`src/rtl/rgmii_udp_rx.sv`:
```
// rgmii_udp_rx: receive-side Ethernet/IPv4/UDP parser on the recovered GMII byte stream.
// Strips preamble/SFD, parses the 42-byte header, filters on destination, streams the
// UDP payload on AXI-Stream (no backpressure) and reports a per-frame verdict.
//   clk_i, arstn_i                  : byte clock, async active-low reset
//   rx_data_i/rx_dv_i/rx_er_i       : GMII-style receive byte stream
//   check_destination_i, fpga_*_i   : destination filter control and own addresses
//   m_axis_tdata/tvalid/tlast_o     : payload stream, one byte per cycle
//   frame_done_o/frame_ok_o         : end-of-frame pulse and its good/bad qualifier
//   crc_err_o                       : FCS failure pulse
//   host_mac/ip/port_o              : source addresses of the last accepted frame
module rgmii_udp_rx #(
    parameter int unsigned MAX_PAYLOAD = 1472
) (
    input  logic        clk_i,
    input  logic        arstn_i,
    input  logic [7:0]  rx_data_i,
    input  logic        rx_dv_i,
    input  logic        rx_er_i,
    input  logic        check_destination_i,
    input  logic [47:0] fpga_mac_i,
    input  logic [31:0] fpga_ip_i,
    input  logic [15:0] fpga_port_i,
    output logic [7:0]  m_axis_tdata_o,
    output logic        m_axis_tvalid_o,
    output logic        m_axis_tlast_o,
    output logic        frame_done_o,
    output logic        frame_ok_o,
    output logic        crc_err_o,
    output logic [47:0] host_mac_o,
    output logic [31:0] host_ip_o,
    output logic [15:0] host_port_o
);

    // The 42nd header byte is still on rx_data_i when the header is judged, so only
    // 41 bytes are stored; byte i sits at bits [(HDR_BYTES-i)*8-1 -: 8].
    localparam int unsigned HDR_BYTES = 41;
    localparam int unsigned HDR_W     = HDR_BYTES * 8;
    localparam int unsigned LEN_W     = 16;
    localparam int unsigned CNT_W     = 6;
    localparam int unsigned TAIL_W    = 3;
    localparam logic [31:0] CRC_POLY    = 32'hEDB88320;
    localparam logic [31:0] CRC_RESIDUE = 32'hDEBB20E3;

    localparam int unsigned DMAC_MSB  = (HDR_BYTES - 0) * 8 - 1;
    localparam int unsigned SMAC_MSB  = (HDR_BYTES - 6) * 8 - 1;
    localparam int unsigned ETYPE_MSB = (HDR_BYTES - 12) * 8 - 1;
    localparam int unsigned VIHL_MSB  = (HDR_BYTES - 14) * 8 - 1;
    localparam int unsigned PROTO_MSB = (HDR_BYTES - 23) * 8 - 1;
    localparam int unsigned SIP_MSB   = (HDR_BYTES - 26) * 8 - 1;
    localparam int unsigned DIP_MSB   = (HDR_BYTES - 30) * 8 - 1;
    localparam int unsigned SPORT_MSB = (HDR_BYTES - 34) * 8 - 1;
    localparam int unsigned DPORT_MSB = (HDR_BYTES - 36) * 8 - 1;
    localparam int unsigned ULEN_MSB  = (HDR_BYTES - 38) * 8 - 1;

    typedef enum logic [2:0] {
        S_IDLE, S_PREAMBLE, S_HEADER, S_PAYLOAD, S_TAIL, S_DROP
    } state_e;

    state_e              state_q, state_d;
    logic [HDR_W-1:0]    hdr_q, hdr_d;
    logic [CNT_W-1:0]    hdr_cnt_q, hdr_cnt_d;
    logic [LEN_W-1:0]    pay_len_q, pay_len_d;
    logic [LEN_W-1:0]    pay_cnt_q, pay_cnt_d;
    logic [TAIL_W-1:0]   tail_cnt_q, tail_cnt_d;
    logic [31:0]         crc_q, crc_d;
    logic                err_q, err_d;
    logic [7:0]          tdata_q, tdata_d;
    logic                tvalid_q, tvalid_d;
    logic                tlast_q, tlast_d;
    logic                done_q, done_d;
    logic                ok_q, ok_d;
    logic                crc_err_q, crc_err_d;
    logic [47:0]         host_mac_q, host_mac_d;
    logic [31:0]         host_ip_q, host_ip_d;
    logic [15:0]         host_port_q, host_port_d;

    logic [LEN_W-1:0]    udp_len_c;
    logic                hdr_ok_c;
    logic                fcs_good_c;

    // Byte-parallel reflected CRC-32 update (no final inversion).
    function automatic logic [31:0] crc_byte(input logic [31:0] c, input logic [7:0] d);
        logic [31:0] r;
        r = c;
        for (int i = 0; i < 8; i++) begin
            r = (r >> 1) ^ (((r[0] ^ d[i]) == 1'b1) ? CRC_POLY : 32'h0);
        end
        return r;
    endfunction

    // Header acceptance on the stored bytes (fields are in wire order).
    always_comb begin
        logic mac_ok;
        logic dest_ok;
        udp_len_c = hdr_q[ULEN_MSB -: 16];
        mac_ok    = (hdr_q[DMAC_MSB -: 48] == fpga_mac_i) || (hdr_q[DMAC_MSB -: 48] == 48'hFFFF_FFFF_FFFF);
        dest_ok   = mac_ok && (hdr_q[DIP_MSB -: 32] == fpga_ip_i) && (hdr_q[DPORT_MSB -: 16] == fpga_port_i);
        hdr_ok_c  = (hdr_q[ETYPE_MSB -: 16] == 16'h0800) &&
                    (hdr_q[VIHL_MSB -: 8] == 8'h45) &&
                    (hdr_q[PROTO_MSB -: 8] == 8'h11) &&
                    (udp_len_c >= LEN_W'(8)) &&
                    (udp_len_c <= LEN_W'(MAX_PAYLOAD + 8)) &&
                    (!check_destination_i || dest_ok);
    end

    // A frame with fewer than 4 tail bytes has no complete FCS.
    assign fcs_good_c = (crc_q == CRC_RESIDUE) && (tail_cnt_q == TAIL_W'(4));

    // Next-state and output logic.
    always_comb begin
        state_d     = state_q;
        hdr_d       = hdr_q;
        hdr_cnt_d   = hdr_cnt_q;
        pay_len_d   = pay_len_q;
        pay_cnt_d   = pay_cnt_q;
        tail_cnt_d  = tail_cnt_q;
        crc_d       = crc_q;
        err_d       = err_q;
        tdata_d     = tdata_q;
        tvalid_d    = 1'b0;
        tlast_d     = 1'b0;
        done_d      = 1'b0;
        ok_d        = 1'b0;
        crc_err_d   = 1'b0;
        host_mac_d  = host_mac_q;
        host_ip_d   = host_ip_q;
        host_port_d = host_port_q;

        if (state_q != S_IDLE && rx_er_i) begin
            err_d = 1'b1;
        end
        if (rx_dv_i && (state_q inside {S_HEADER, S_PAYLOAD, S_TAIL})) begin
            crc_d = crc_byte(crc_q, rx_data_i);
        end

        case (state_q)
            S_IDLE: begin
                err_d = 1'b0;
                if (rx_dv_i) begin
                    state_d = (rx_data_i == 8'h55) ? S_PREAMBLE : S_DROP;
                end
            end
            S_PREAMBLE: begin
                if (!rx_dv_i) begin
                    done_d  = 1'b1;
                    state_d = S_IDLE;
                end else if (rx_data_i == 8'hD5) begin
                    hdr_cnt_d = '0;
                    crc_d     = 32'hFFFF_FFFF;
                    state_d   = S_HEADER;
                end else if (rx_data_i != 8'h55) begin
                    state_d = S_DROP;
                end
            end
            S_HEADER: begin
                if (!rx_dv_i) begin
                    done_d  = 1'b1;
                    state_d = S_IDLE;
                end else if (hdr_cnt_q == CNT_W'(HDR_BYTES)) begin
                    pay_len_d  = udp_len_c - LEN_W'(8);
                    pay_cnt_d  = '0;
                    tail_cnt_d = '0;
                    if (!hdr_ok_c) begin
                        state_d = S_DROP;
                    end else if (udp_len_c == LEN_W'(8)) begin
                        state_d = S_TAIL;
                    end else begin
                        state_d = S_PAYLOAD;
                    end
                end else begin
                    hdr_d     = {hdr_q[HDR_W-9:0], rx_data_i};
                    hdr_cnt_d = hdr_cnt_q + CNT_W'(1);
                end
            end
            S_PAYLOAD: begin
                if (!rx_dv_i) begin
                    done_d  = 1'b1;
                    state_d = S_IDLE;
                end else begin
                    tdata_d   = rx_data_i;
                    tvalid_d  = 1'b1;
                    pay_cnt_d = pay_cnt_q + LEN_W'(1);
                    if (pay_cnt_q == pay_len_q - LEN_W'(1)) begin
                        tlast_d = 1'b1;
                        state_d = S_TAIL;
                    end
                end
            end
            S_TAIL: begin
                if (rx_dv_i) begin
                    if (tail_cnt_q != TAIL_W'(4)) begin
                        tail_cnt_d = tail_cnt_q + TAIL_W'(1);
                    end
                end else begin
                    done_d    = 1'b1;
                    ok_d      = fcs_good_c && !err_q;
                    crc_err_d = !fcs_good_c;
                    if (fcs_good_c && !err_q) begin
                        host_mac_d  = hdr_q[SMAC_MSB -: 48];
                        host_ip_d   = hdr_q[SIP_MSB -: 32];
                        host_port_d = hdr_q[SPORT_MSB -: 16];
                    end
                    state_d = S_IDLE;
                end
            end
            S_DROP: begin
                if (!rx_dv_i) begin
                    done_d  = 1'b1;
                    state_d = S_IDLE;
                end
            end
            default: state_d = S_IDLE;
        endcase
    end

    // State and output registers.
    always_ff @(posedge clk_i or negedge arstn_i) begin
        if (!arstn_i) begin
            state_q     <= S_IDLE;
            hdr_q       <= '0;
            hdr_cnt_q   <= '0;
            pay_len_q   <= '0;
            pay_cnt_q   <= '0;
            tail_cnt_q  <= '0;
            crc_q       <= 32'hFFFF_FFFF;
            err_q       <= 1'b0;
            tdata_q     <= '0;
            tvalid_q    <= 1'b0;
            tlast_q     <= 1'b0;
            done_q      <= 1'b0;
            ok_q        <= 1'b0;
            crc_err_q   <= 1'b0;
            host_mac_q  <= '0;
            host_ip_q   <= '0;
            host_port_q <= '0;
        end else begin
            state_q     <= state_d;
            hdr_q       <= hdr_d;
            hdr_cnt_q   <= hdr_cnt_d;
            pay_len_q   <= pay_len_d;
            pay_cnt_q   <= pay_cnt_d;
            tail_cnt_q  <= tail_cnt_d;
            crc_q       <= crc_d;
            err_q       <= err_d;
            tdata_q     <= tdata_d;
            tvalid_q    <= tvalid_d;
            tlast_q     <= tlast_d;
            done_q      <= done_d;
            ok_q        <= ok_d;
            crc_err_q   <= crc_err_d;
            host_mac_q  <= host_mac_d;
            host_ip_q   <= host_ip_d;
            host_port_q <= host_port_d;
        end
    end

    assign m_axis_tdata_o  = tdata_q;
    assign m_axis_tvalid_o = tvalid_q;
    // A truncated frame is only known once rx_dv_i drops, which is the same cycle the
    // previous byte is on the bus, so tlast is forced on that beat directly.
    assign m_axis_tlast_o  = tlast_q || (tvalid_q && (state_q == S_PAYLOAD) && !rx_dv_i);
    assign frame_done_o    = done_q;
    assign frame_ok_o      = ok_q;
    assign crc_err_o       = crc_err_q;
    assign host_mac_o      = host_mac_q;
    assign host_ip_o       = host_ip_q;
    assign host_port_o     = host_port_q;

endmodule

```
`config.mk`:
```
export PLATFORM = sky130hd
export DESIGN_NAME = rgmii_udp_rx
export DESIGN_NICKNAME = d
export VERILOG_FILES = /design/src/rtl/rgmii_udp_rx.sv
export SDC_FILE = /design/constraint.sdc
export NUM_CORES = 1
export LEC_CHECK = 0
export BUFFER_PORTS_ARGS = -buffer_cell sky130_fd_sc_hd__buf_4
export CAP_MARGIN = 40
export CORE_AREA = 2 2 337 273
export CTS_BUF_LIST = sky130_fd_sc_hd__clkbuf_8
export DETAILED_ROUTE_END_ITERATION = 16
export DIE_AREA = 0 0 339 275
export PLACE_DENSITY = 0.38
export SLEW_MARGIN = 10
export SYNTH_ARGS = -nofsm -noshare
export SYNTH_HDL_FRONTEND = slang
export SYNTH_SLANG_ARGS = --single-unit
```
`constraint.sdc`:
```
create_clock -name clk_i -period 7.6 [get_ports clk_i]
set_clock_uncertainty 0.05 [all_clocks]
set_input_delay 1.9 -clock clk_i [delete_from_list [all_inputs] [get_ports clk_i]]
set_output_delay 1.9 -clock clk_i [all_outputs]
set_load 0.05 [all_outputs]
```
Yosys cells after proc, flatten, opt, wreduce, memory -nomap -nowiden
Index checks and enable logic that the tools add are counted.

Output and inout port bits: 109. Flip-flop bits (word level): 514. Bits of input ports: 109. Logic and storage cells: 165.

Multiplexer cells: 52. $add $sub $neg: 5. Magnitude comparators: 2. Eq/ne operators: 34. Bitwise logic cells: 18. Reductions and logical operators: 37.

Operators with widths (number): $mux 32 (12); $xor 31x32->32 (8); $eq 48x48->1 (1); $eq 48x48->1 const B (1); $mux 16 (3); $mux 3 (16); $eq 16x16->1 (2); $eq 32x32->1 (1); $eq 32x32->1 const B (1); $pmux 16 s2 (1); $mux 6 (4); $add 16x1->16 const B (1); $eq 16x12->1 const B (1); $eq 16x4->1 const B (1); $eq 8x7->1 const B (2); $ge 16x4->1 const B (1); $le 16x11->1 const B (1); $ne 2x2->1 const B (8); $sub 16x1->16 const B (1); $sub 16x4->16 const B (1); $pmux 3 s5 (1); $reduce_and 5->1 (3); $logic_and 1x1->1 (13); $mux 1 (13); other kinds (27) (51).

Logic depth before layout (Yosys ltp)
Gate-level depths: netlist of run 1.

Depth after elaboration: 28. Gate-level depth with buffers: 10. Depth with buffers taken out: 10.

Worst setup path before layout of run 1
No wires, ideal clock.

Path kind: input-to-output. Start point: input port rx_dv_i. End point: output port m_axis_tlast_o. Data arrival time: 2.549 ns. Setup slack: 3.101 ns. Buffers on the path: 1. Stages on the path: 3. Data required time: 5.650 ns. Path through: clkbuf_1 > inv_1 > a31o_2.

Longest elaborated chain between the ends: 3.

Ends and longest elaborated chain: start, declared (RTL line 17) `input logic rx_dv_i,`; $logic_not 1->1 (RTL line 261) `assign m_axis_tlast_o = tlast_q || (tvalid_q && (state_q == S_PAYLOAD) && !rx_dv_i);`; $logic_and 1x1->1 (RTL line 261); $logic_or 1x1->1 (RTL line 261); end, declared (RTL line 25) `output logic m_axis_tlast_o,`.

No other way between the ends.

Final worst setup path of run 1
Ends and elaborated chain as after synthesis.

==> flow_summary.toml, run 1 <==
[power_and_ir_drop]
leakagePower_nw = 13.5
worst_ir_drop_vdd_mv = 0.138
pwr_density_cell_mw_per_mm2 = 247

[sta]
worst_pin_slew_ns = 0.964
hold_violations = 0
slew_violations = 0
slew_headroom = 0.351
rsz0062_at_grt = "false"
layout_setup_ws_ns = 3.07
max_freq_mhz = 221
fin_crit_ns = 4.53
finalCritPeriodShare = 0.596
fin_tns_setup_ns = 0
setup_violations = 0

[grt]
overflow = 0
grt_max_degree = 142
antenna_found_initial = 4
first_global_vias = 14485
grt_pass1_wl_um = 94500
grt_usage = 0.133

[logic_synthesis]
synth_nets = 1762
synth_compound_area_frac = 0.0295
ys_seq_area_frac = 0.579
synth_adder_area_share = 0.00617
synth_area_mm2 = 0.0223
ys.flop_type = "dfrtp_1"
avgSynthCellArea_um2 = 13.6
synth_edf_count = 0
synth_top_family_by_area = "multiplexers"
ys_warn_count = 0
ys_seq_elements = 514
synth_mux_area_frac = 0.216
synth-xor-area-share = 0.0823
synthSimpleGateAreaFrac = 0.0680
netlist_instances = 1642
synth_cell_type_count = 63
synth-async-reset-ratio = 1.00

[worst_setup_path]
critPathSlowestCell = "a31o_2"
crit_end = "m_axis_tlast_o"
worstPathArrival_ns = 2.58
reg2reg_from = "crc_q[23]"
crit_buf_inv = 3
crit_path_max_fanout = 11
crit_top_cell = "buf_4"
worstSetupPathType = "in2out"
rrSetupSlack_ns = 4.26
ff2ff_path_depth = 8
r2r_end = "host_mac_o[29]"
cpPeakStageDelay_ns = 0.21
critPathCaptureType = "output pin"
cp_data_required_time_ns = 5.65
worstSetupStartpointType = "input port"
path_cells = "buf_4 > inv_1 > a31o_2 > buf_4"
cp_top_family = "buffers and inverters"
path_depth = 4
cp-startpoint = "rx_dv_i"

[floorplan]
num_rows = 99
die_h_um = 275
die_x_um = 339
ios = 218
coreArea_mm2 = 0.0901
die-area_mm2 = 0.0932
start_util = 0.248

[cts]
cts_buffers = 95
cts.sinks = 514
path_clk_slew_ns = 0.06
insertion_delay_ns = 0.72
cts_root_buffer = "clkbuf_8"
clock_path_buffers = 3
cts_tree = "built"
post_cts_buffers = 0
cts_hold_buf = 0
cts_resized = 0
cts-htree-levels = 3

[placed_design]
dp_hpwl_um = 43100
io_buffers = 217
post-place-ws_ns = 3.07
placed_cells = 3020
gp_congestion = 0.808

[drt]
drc_errors = 0
postRouteAntennaNets = 0
vias_per_cell = 4.34
first_iter_violations = 741
vias = 13844
drt_wl_total_um = 61600
dr.pass1.iters = 4
wl_per_cell_um = 19.3

[flow_run]
drv_cap = 0

[final_layout]
area_growth_pct = 22.5
instances_no_fill = 3190
fin_util = 0.303
layout-drive-gt1-share = 0.426
finish.net_count = 2025

[outcome]
status = "completed"

[worst_hold_path]
hold_class = "reg2reg"
-- metal layers --
layer | up-vias | wire (µm) | GRT usage
met5 | - | 13 | 0
met4 | 2 | 1160 | 0.0374
met3 | 99 | 3100 | 0.0359
met2 | 287 | 25600 | 0.184
met1 | 7076 | 31700 | 0.200
li1 | 6380 | - | -
-- registers in the layout, indices dropped and copies added (netlist names), 3 cells and up --
signal          cells
m_axis_tdata_o      8
state_q             3
crc_q              32
host_mac_o         48
pay_cnt_q          16
host_ip_o          32
host_port_o        16
hdr_q             328
hdr_cnt_q           6
pay_len_q          16
tail_cnt_q          3
-- per-stage QoR --
step / hold WS (ns) / power [mW] / area [µm²]
floorplan: 0.396 / 3.83 / 22300
finish: 0.419 / 6.75 / 27300
detailed placement: 0.419 / 4.18 / 25400
global route: 0.434 / 7.16 / 27300
CTS: 0.418 / 6.90 / 27300
global placement: 0.414 / 4.18 / 25300
-- logic make-up after synthesis --
kind of cell,after synthesis
adders and majority gates,11
AOI/OAI and AO/OA,98
buffers and inverters,94
DFF,514
xor gates and xnor gates,207
muxes,428
and+or+nand+nor,290
-- worst register-to-register path, cell delays in order (launching register included) --
cell	delay [ns]
dfstp_2	0.58
nor4bb_1	0.35
nand4_1	0.13
nor3_1	0.24
nand4_1	0.21
or3_4	0.70
buf_4	0.40
buf_16	0.21
mux2_2	0.38
-- layout by cell type, fill, tap and decap left out, types with 5 or more instances in the layout --
master / count
o21ai_0: 30
ha_1: 11
clkbuf_8: 113
nand4_1: 33
o211ai_1: 33
xor2_1: 137
buf_4: 225
nand2_1: 100
nor3_1: 13
nand3_1: 18
inv_1: 57
dfstp_2: 32
a21oi_1: 6
xnor2_1: 67
nor4_1: 39
and3_1: 7
mux2_2: 423
dfrtp_1: 482
nor2_1: 39
buf_12: 5
a31oi_1: 5
clkinv_2: 7
-- cell usage after synthesis (all sizes together), types with 8 or more instances --
cell	instances	area [µm²]
nor2	39	146
clkbuf	40	160
nand2	101	382
dfrtp	482	12100
xnor2	70	636
and3	8	51.3
xor2	137	1200
mux2	424	4780
nor3	13	65.1
o21ai	32	164
ha	11	138
o211ai	33	248
nand3	19	100
buf	35	196
nand4	33	206
dfstp	32	841
nor4	41	278
inv	19	71.3
-- worst min path at each step --
stage / from / endpoint / slack [ns] / cells past startpoint
after global routing: hdr_q[153] / hdr_q[161] / 0.43 / 1
after detailed placement: m_axis_tdata_o[1] / m_axis_tdata_o[1] / 0.42 / 2
after global placement: m_axis_tdata_o[5] / m_axis_tdata_o[5] / 0.41 / 2
final: hdr_q[171] / hdr_q[179] / 0.42 / 1
after CTS: hdr_q[171] / hdr_q[179] / 0.42 / 1
after floorplan: hdr_q[3] / hdr_q[11] / 0.40 / 2
-- final cells by class --
| class | count | area, µm² |
|---|---|---|
| Sequential cell | 514 | 12900 |
| Inverter | 19 | 71.3 |
| Antenna cell | 4 | 10.0 |
| Fill cell | 9250 | 62700 |
| Tap cell | 1212 | 1520 |
| Clock inverter | 53 | 309 |
| Timing Repair Buffer | 241 | 1950 |
| Multi-Input combinational cell | 1034 | 8990 |
| Clock buffer | 113 | 1560 |
-- report_power, final --
group / leakage [nW] / switching (mW) / total [mW] / internal [mW]
clock network: 1.10 / 1.21 / 2.63 / 1.42
registers: 7.04 / 0.105 / 3.00 / 2.90
logic: 5.32 / 0.612 / 1.12 / 0.504
No activity file was read; power rests on OpenSTA's default activity.
==> run 2: changes to the inputs <==
Clock period 7.6 ns to 4.5 ns, I/O delays scaled along.
==> run 2 against run 1 <==
  * Via count fell by 0.21%
  * Largest cell class unchanged
  * Sequential power up 69%
  * Critical path type is now reg2out
  * Sequential share of layout area down 0.17 points
  * Critical path depth is 1 lower
  * Critical endpoint unchanged
  * Core utilization up 0.11 points
  * Largest power group unchanged
  * Global-route usage hardly changed
  * Cell area is 0.36% higher
  * Clock-buffer cell count rose by 6
==> flow_summary.toml, run 2 (synthesized netlist as in run 1, its figures left out) <==
[worst_setup_path]
crit_path_max_fanout = 13
ff2ff_path_depth = 7
worstPathArrival_ns = 2.03
critPathCaptureType = "output pin"
crit_end = "m_axis_tlast_o"
cpPeakStageDelay_ns = 0.61
cp_data_required_time_ns = 3.32
r2r_end = "host_ip_o[17]"
rrSetupSlack_ns = 1.40
worstSetupStartpointType = "register"
cp-startpoint = "state_q[0]"
critPathSlowestCell = "dfrtp_1"
worstSetupPathType = "reg2out"
reg2reg_from = "crc_q[5]"
path_cells = "and3b_1 > a31o_2 > buf_4"

[final_layout]
instances_no_fill = 3192
finish.net_count = 2029
final_cell_mix = "dfrtp_1 (482), mux2_2 (423), buf_4 (234)"
fin_area_mm2 = 0.0274
final_common_cell = "dfrtp_1"
nFillCells = 9135
fin_util = 0.304
area_growth_pct = 22.9
largest_reg_flops = 328
layout-drive-gt1-share = 0.432
seq_area_mm2 = 0.0129
multiInputGateArea_mm2 = 0.00899
regMostFlops = "hdr_q"

[worst_hold_path]
hold_class = "in2async"

[sta]
slew_violations = 0
max_freq_mhz = 312
worst_pin_slew_ns = 0.901
finalCritPeriodShare = 0.712
slew_headroom = 0.399
fin_tns_setup_ns = 0
fin_crit_ns = 3.20
setup_violations = 0
rsz0062_at_grt = "false"
hold_violations = 0

[cts]
cts-htree-levels = 3
path_clk_slew_ns = 0.07
cts_resized = 0
cts_hold_buf = 0
clock_path_buffers = 3
post_cts_buffers = 0
cts_tree = "built"
insertion_delay_ns = 0.71
cts.sinks = 514
cts_buffers = 93
cts_root_buffer = "clkbuf_8"

[power_and_ir_drop]
leakagePower_nw = 13.5
sequentialPowerShare = 0.438
p_sw_mw = 3.29
p_total_mw = 11.6
sw_frac_of_total = 0.284
clock_power_share = 0.395
power_frac_comb = 0.166
worst_ir_drop_vdd_mv = 0.220
pwr_density_cell_mw_per_mm2 = 423
p_int_mw = 8.29

[drt]
dr.pass1.iters = 5
vias_per_cell = 4.33
drt_wl_total_um = 61900
first_iter_violations = 739
vias = 13815
wl_per_cell_um = 19.4
drc_errors = 0
postRouteAntennaNets = 0

[floorplan]
num_rows = 99
die-area_mm2 = 0.0932
start_util = 0.248
die_h_um = 275
coreArea_mm2 = 0.0901
die_x_um = 339
ios = 218

[grt]
overflow = 0
grt_pass1_wl_um = 93900
grt_usage = 0.133
antenna_found_initial = 13
grt_max_degree = 121
first_global_vias = 14571

[placed_design]
gp_congestion = 0.808
dp_hpwl_um = 43700
placed_area_mm2 = 0.0255
placed_cells = 3026
io_buffers = 217

[outcome]
status = "completed"

[flow_run]
drv_cap = 0
[run 2: stage by stage]
stage | hold slack [ns] | setup WS [ns]
floorplan | 0.396 | 1.51
global placement | 0.410 | 0.651
detailed placement | 0.414 | 0.894
CTS | 0.405 | 1.20
global route | 0.439 | 1.11
finish | 0.427 | 1.30
[run 2: worst min path at each step]
stage / depth (start not counted) / endpoint / from
6_report: 1 / host_ip_o[0] / arstn_i
4_1_cts: 1 / hdr_q[79] / arstn_i
3_5_place_dp: 2 / m_axis_tdata_o[2] / m_axis_tdata_o[2]
3_3_place_gp: 2 / m_axis_tdata_o[0] / m_axis_tdata_o[0]
2_1_floorplan: 2 / hdr_q[11] / hdr_q[3]
5_1_grt: 1 / host_ip_o[7] / arstn_i
[run 2: area by class of cell]
type / count / share of cell area
clock buffers: 119 / 0.0598
multi-input cells: 1034 / 0.328
well taps: 1212 / 0.0553
repair buffers: 247 / 0.0723
inverters: 19 / 0.00260
clock inverters: 44 / 0.0106
flip-flops and latches: 514 / 0.471
diodes: 3 / 0.000274
[run 2: power by group through the flow]
stage / sequential (mW) / clock (mW) / combinational [mW]
after floorplan: 5.10 / 0 / 1.37
after global placement: 5.16 / 0 / 1.94
after detailed placement: 5.16 / 0 / 1.93
after CTS: 5.07 / 4.81 / 1.95
after global routing: 5.10 / 5.02 / 2.14
final: 5.08 / 4.58 / 1.92
[run 2: layer usage]
layer | vias up | track usage | share of wire
met5 | - | 0 | 0.0016
met4 | 18 | 0.0350 | 0.022
met3 | 122 | 0.0457 | 0.068
met2 | 311 | 0.186 | 0.41
met1 | 7004 | 0.192 | 0.50
li1 | 6360 | - | -
[run 2: worst max-delay path, delay by kind of cell (launching register included)]
kind                   cells  cell delay (ns)
buffers and inverters      1             0.19
AO/OA/AOI/OAI              1             0.18
AND/OR/NAND/NOR            1             0.33
flip-flops                 1             0.61
==> run 3: changes to the inputs <==
Settings changed: ABC_AREA set to 1, CORE_AREA 2 2 337 273 to 2 2 342 276, DIE_AREA 0 0 339 275 to 0 0 344 278, PLACE_DENSITY 0.38 to 0.4.
Clock period 4.5 ns to 2.65 ns, I/O delays scaled along.
==> run 3 against run 2 <==
  * Setup slack worse by 1.1 ns
  * Cell area up 3.8%
  * Die area up 2.6%
  * Critical path depth up 1
  * Largest cell class unchanged
  * Synthesized cell count up 62%
  * Power up 72%
  * Routed wire length up 9.0%
==> flow_summary.toml, run 3 <==
[outcome]
status = "completed"

[power_and_ir_drop]
leakagePower_nw = 14.1
worst_ir_drop_vdd_mv = 0.345
p_total_mw = 19.9
pwr_density_cell_mw_per_mm2 = 701

[cts]
cts_root_buffer = "clkbuf_8"
clock_path_buffers = 3
cts_tree = "built"
cts.sinks = 514
cts-htree-levels = 3
insertion_delay_ns = 0.70
path_clk_slew_ns = 0.07
cts_buffers = 96

[sta]
fin_tns_setup_ns = 0
finalCritPeriodShare = 0.934
setup_violations = 0
slew_violations = 0
fin_crit_ns = 2.48
max_freq_mhz = 404
hold_violations = 0
slew_headroom = 0.490
worst_pin_slew_ns = 0.766
rsz0062_at_grt = "false"

[logic_synthesis]
synth_cell_type_count = 50
synth_nets = 2778
post-synth-top-area-cell = "dfrtp_1"
synth.top_cells.by_count = "nand2_1 (916), dfrtp_1 (482), o21ai_0 (333)"
yosysMostFrequentCell = "nand2_1"
synth_edf_count = 0
ys_seq_elements = 514
synth-async-reset-ratio = 1.00
synth_top_area_share = 0.526
ys_warn_count = 0
ys_seq_area_frac = 0.562
ys.flop_type = "dfrtp_1"
synth_area_mm2 = 0.0229
avgSynthCellArea_um2 = 8.63
netlist_instances = 2658
synth_top_cells_by_area = "dfrtp_1 (53%), nand2_1 (15%), o21ai_0 (7.3%)"

[floorplan]
die_h_um = 278
die_x_um = 344
coreArea_mm2 = 0.0923
num_rows = 100
ios = 218
die-area_mm2 = 0.0956
start_util = 0.248

[final_layout]
layout-drive-gt1-share = 0.174
regMostFlops = "hdr_q"
area_growth_pct = 24.0
largest_reg_flops = 328
instances_no_fill = 4239
fin_area_mm2 = 0.0285
finish.net_count = 3060
final_common_cell = "nand2_1"
final_cell_mix = "nand2_1 (915), dfrtp_1 (479), o21ai_0 (333)"
fin_util = 0.308

[grt]
overflow = 0
antenna_found_initial = 1
grt_max_degree = 133
grt_pass1_wl_um = 107000
first_global_vias = 18715
grt_usage = 0.143

[drt]
drt_wl_total_um = 67500
drc_errors = 0
postRouteAntennaNets = 0
vias = 18082
wl_per_cell_um = 15.9
dr.pass1.iters = 5
first_iter_violations = 1091
vias_per_cell = 4.27

[worst_setup_path]
worstPathArrival_ns = 1.76
crit_path_max_fanout = 6
critPathSlowestCell = "dfrtp_2"
worstSetupStartpointType = "register"
cp_top_family = "flip-flops"
worstSetupPathType = "reg2out"
critPathCaptureType = "output pin"
crit_buf_inv = 2
cpPeakStageDelay_ns = 0.46
cp_data_required_time_ns = 1.94
path_depth = 4
ff2ff_path_depth = 9
path_cells = "nand3_1 > inv_1 > a31o_2 > buf_6"

[placed_design]
placed_cells = 4064
placed_area_mm2 = 0.0264
io_buffers = 217
gp_congestion = 0.863
dp_hpwl_um = 47900

[worst_hold_path]
hold_class = "in2reg"
holdPathStages = 3

[flow_run]
drv_cap = 0
[run 3: cell types whose count changed after synthesis, moves of 23 or more]
cell / delta
o21ai_1: +23
o21ai_0: +303
xor2_1: -86
nor2_1: +68
nand2_1: +816
inv_1: +242
mux2_2: -423
xnor2_1: +31
nor4_1: -29
nand3_1: +30
[run 3: final timing paths]
kind	slack (ns)	startpoint	end
worst max-delay path	0.17	state_q[0]	m_axis_tlast_o
worst min-delay path	0.17	rx_er_i	err_q
worst max register to register	0.21	crc_q[13]	host_mac_o[42]
worst min register to register	0.41	hdr_q[156]	hdr_q[164]
max in group asynchronous	1.26	arstn_i	hdr_q[50]
min in group asynchronous	0.45	arstn_i	hdr_q[100]
[run 3: cells by family after synthesis]
kind of cell,share of synthesized area
buf+inv,0.0644
flops,0.562
compound gates,0.0970
simple gates,0.209
fa+ha+maj,0.00600
xor+xnor,0.0616
[run 3: timing repair]
item                                   in CTS  in global routing
gates resized for setup                     4                  3
hold buffers                                1                  0
endpoints found under the hold margin      27                  0
setup endpoints to repair                   1                  7
buffers inserted                            1                  0
[run 3: where the power goes]
group | total (mW) | internal (mW) | switching (mW)
logic | 3.19 | 1.23 | 1.96
clock network | 8.00 | 4.43 | 3.58
registers | 8.75 | 8.40 | 0.351
[run 3: worst reg2reg max path, stage by stage, from the launching register on]
cell and delay, ns:
dfstp_2 0.51, inv_1 0.10, nor4_1 0.37, nand3_1 0.22, nor4_4 0.33, nand2_4 0.08
buf_12 0.17, buf_12 0.25, nand2_1 0.13, o21ai_0 0.09
[run 3: final cells by class]
cell class	instances	area, µm²
Fill cell	9878	63900
Sequential cell	514	12900
Multi-Input combinational cell	1765	8590
Timing Repair Buffer	293	2410
Clock buffer	122	1680
Tap cell	1224	1530
Inverter	270	1020
Clock inverter	50	314
Antenna cell	1	2.50
[run 3: routing by layer]
metal	wire (µm)	share of wire	global-route usage
met1	33400	0.49	0.207
met2	29600	0.44	0.214
met3	2840	0.042	0.0254
met4	1670	0.025	0.0439
met5	0	0	0
[run 3: stage by stage]
step | hold WS, ns | worst slack, ns
global route | 0.107 | 0.00992
detailed placement | 0.408 | 0.0446
global placement | 0.405 | 0.0371
floorplan | 0.317 | 0.580
CTS | 0.0908 | 0.0236
finish | 0.169 | 0.174
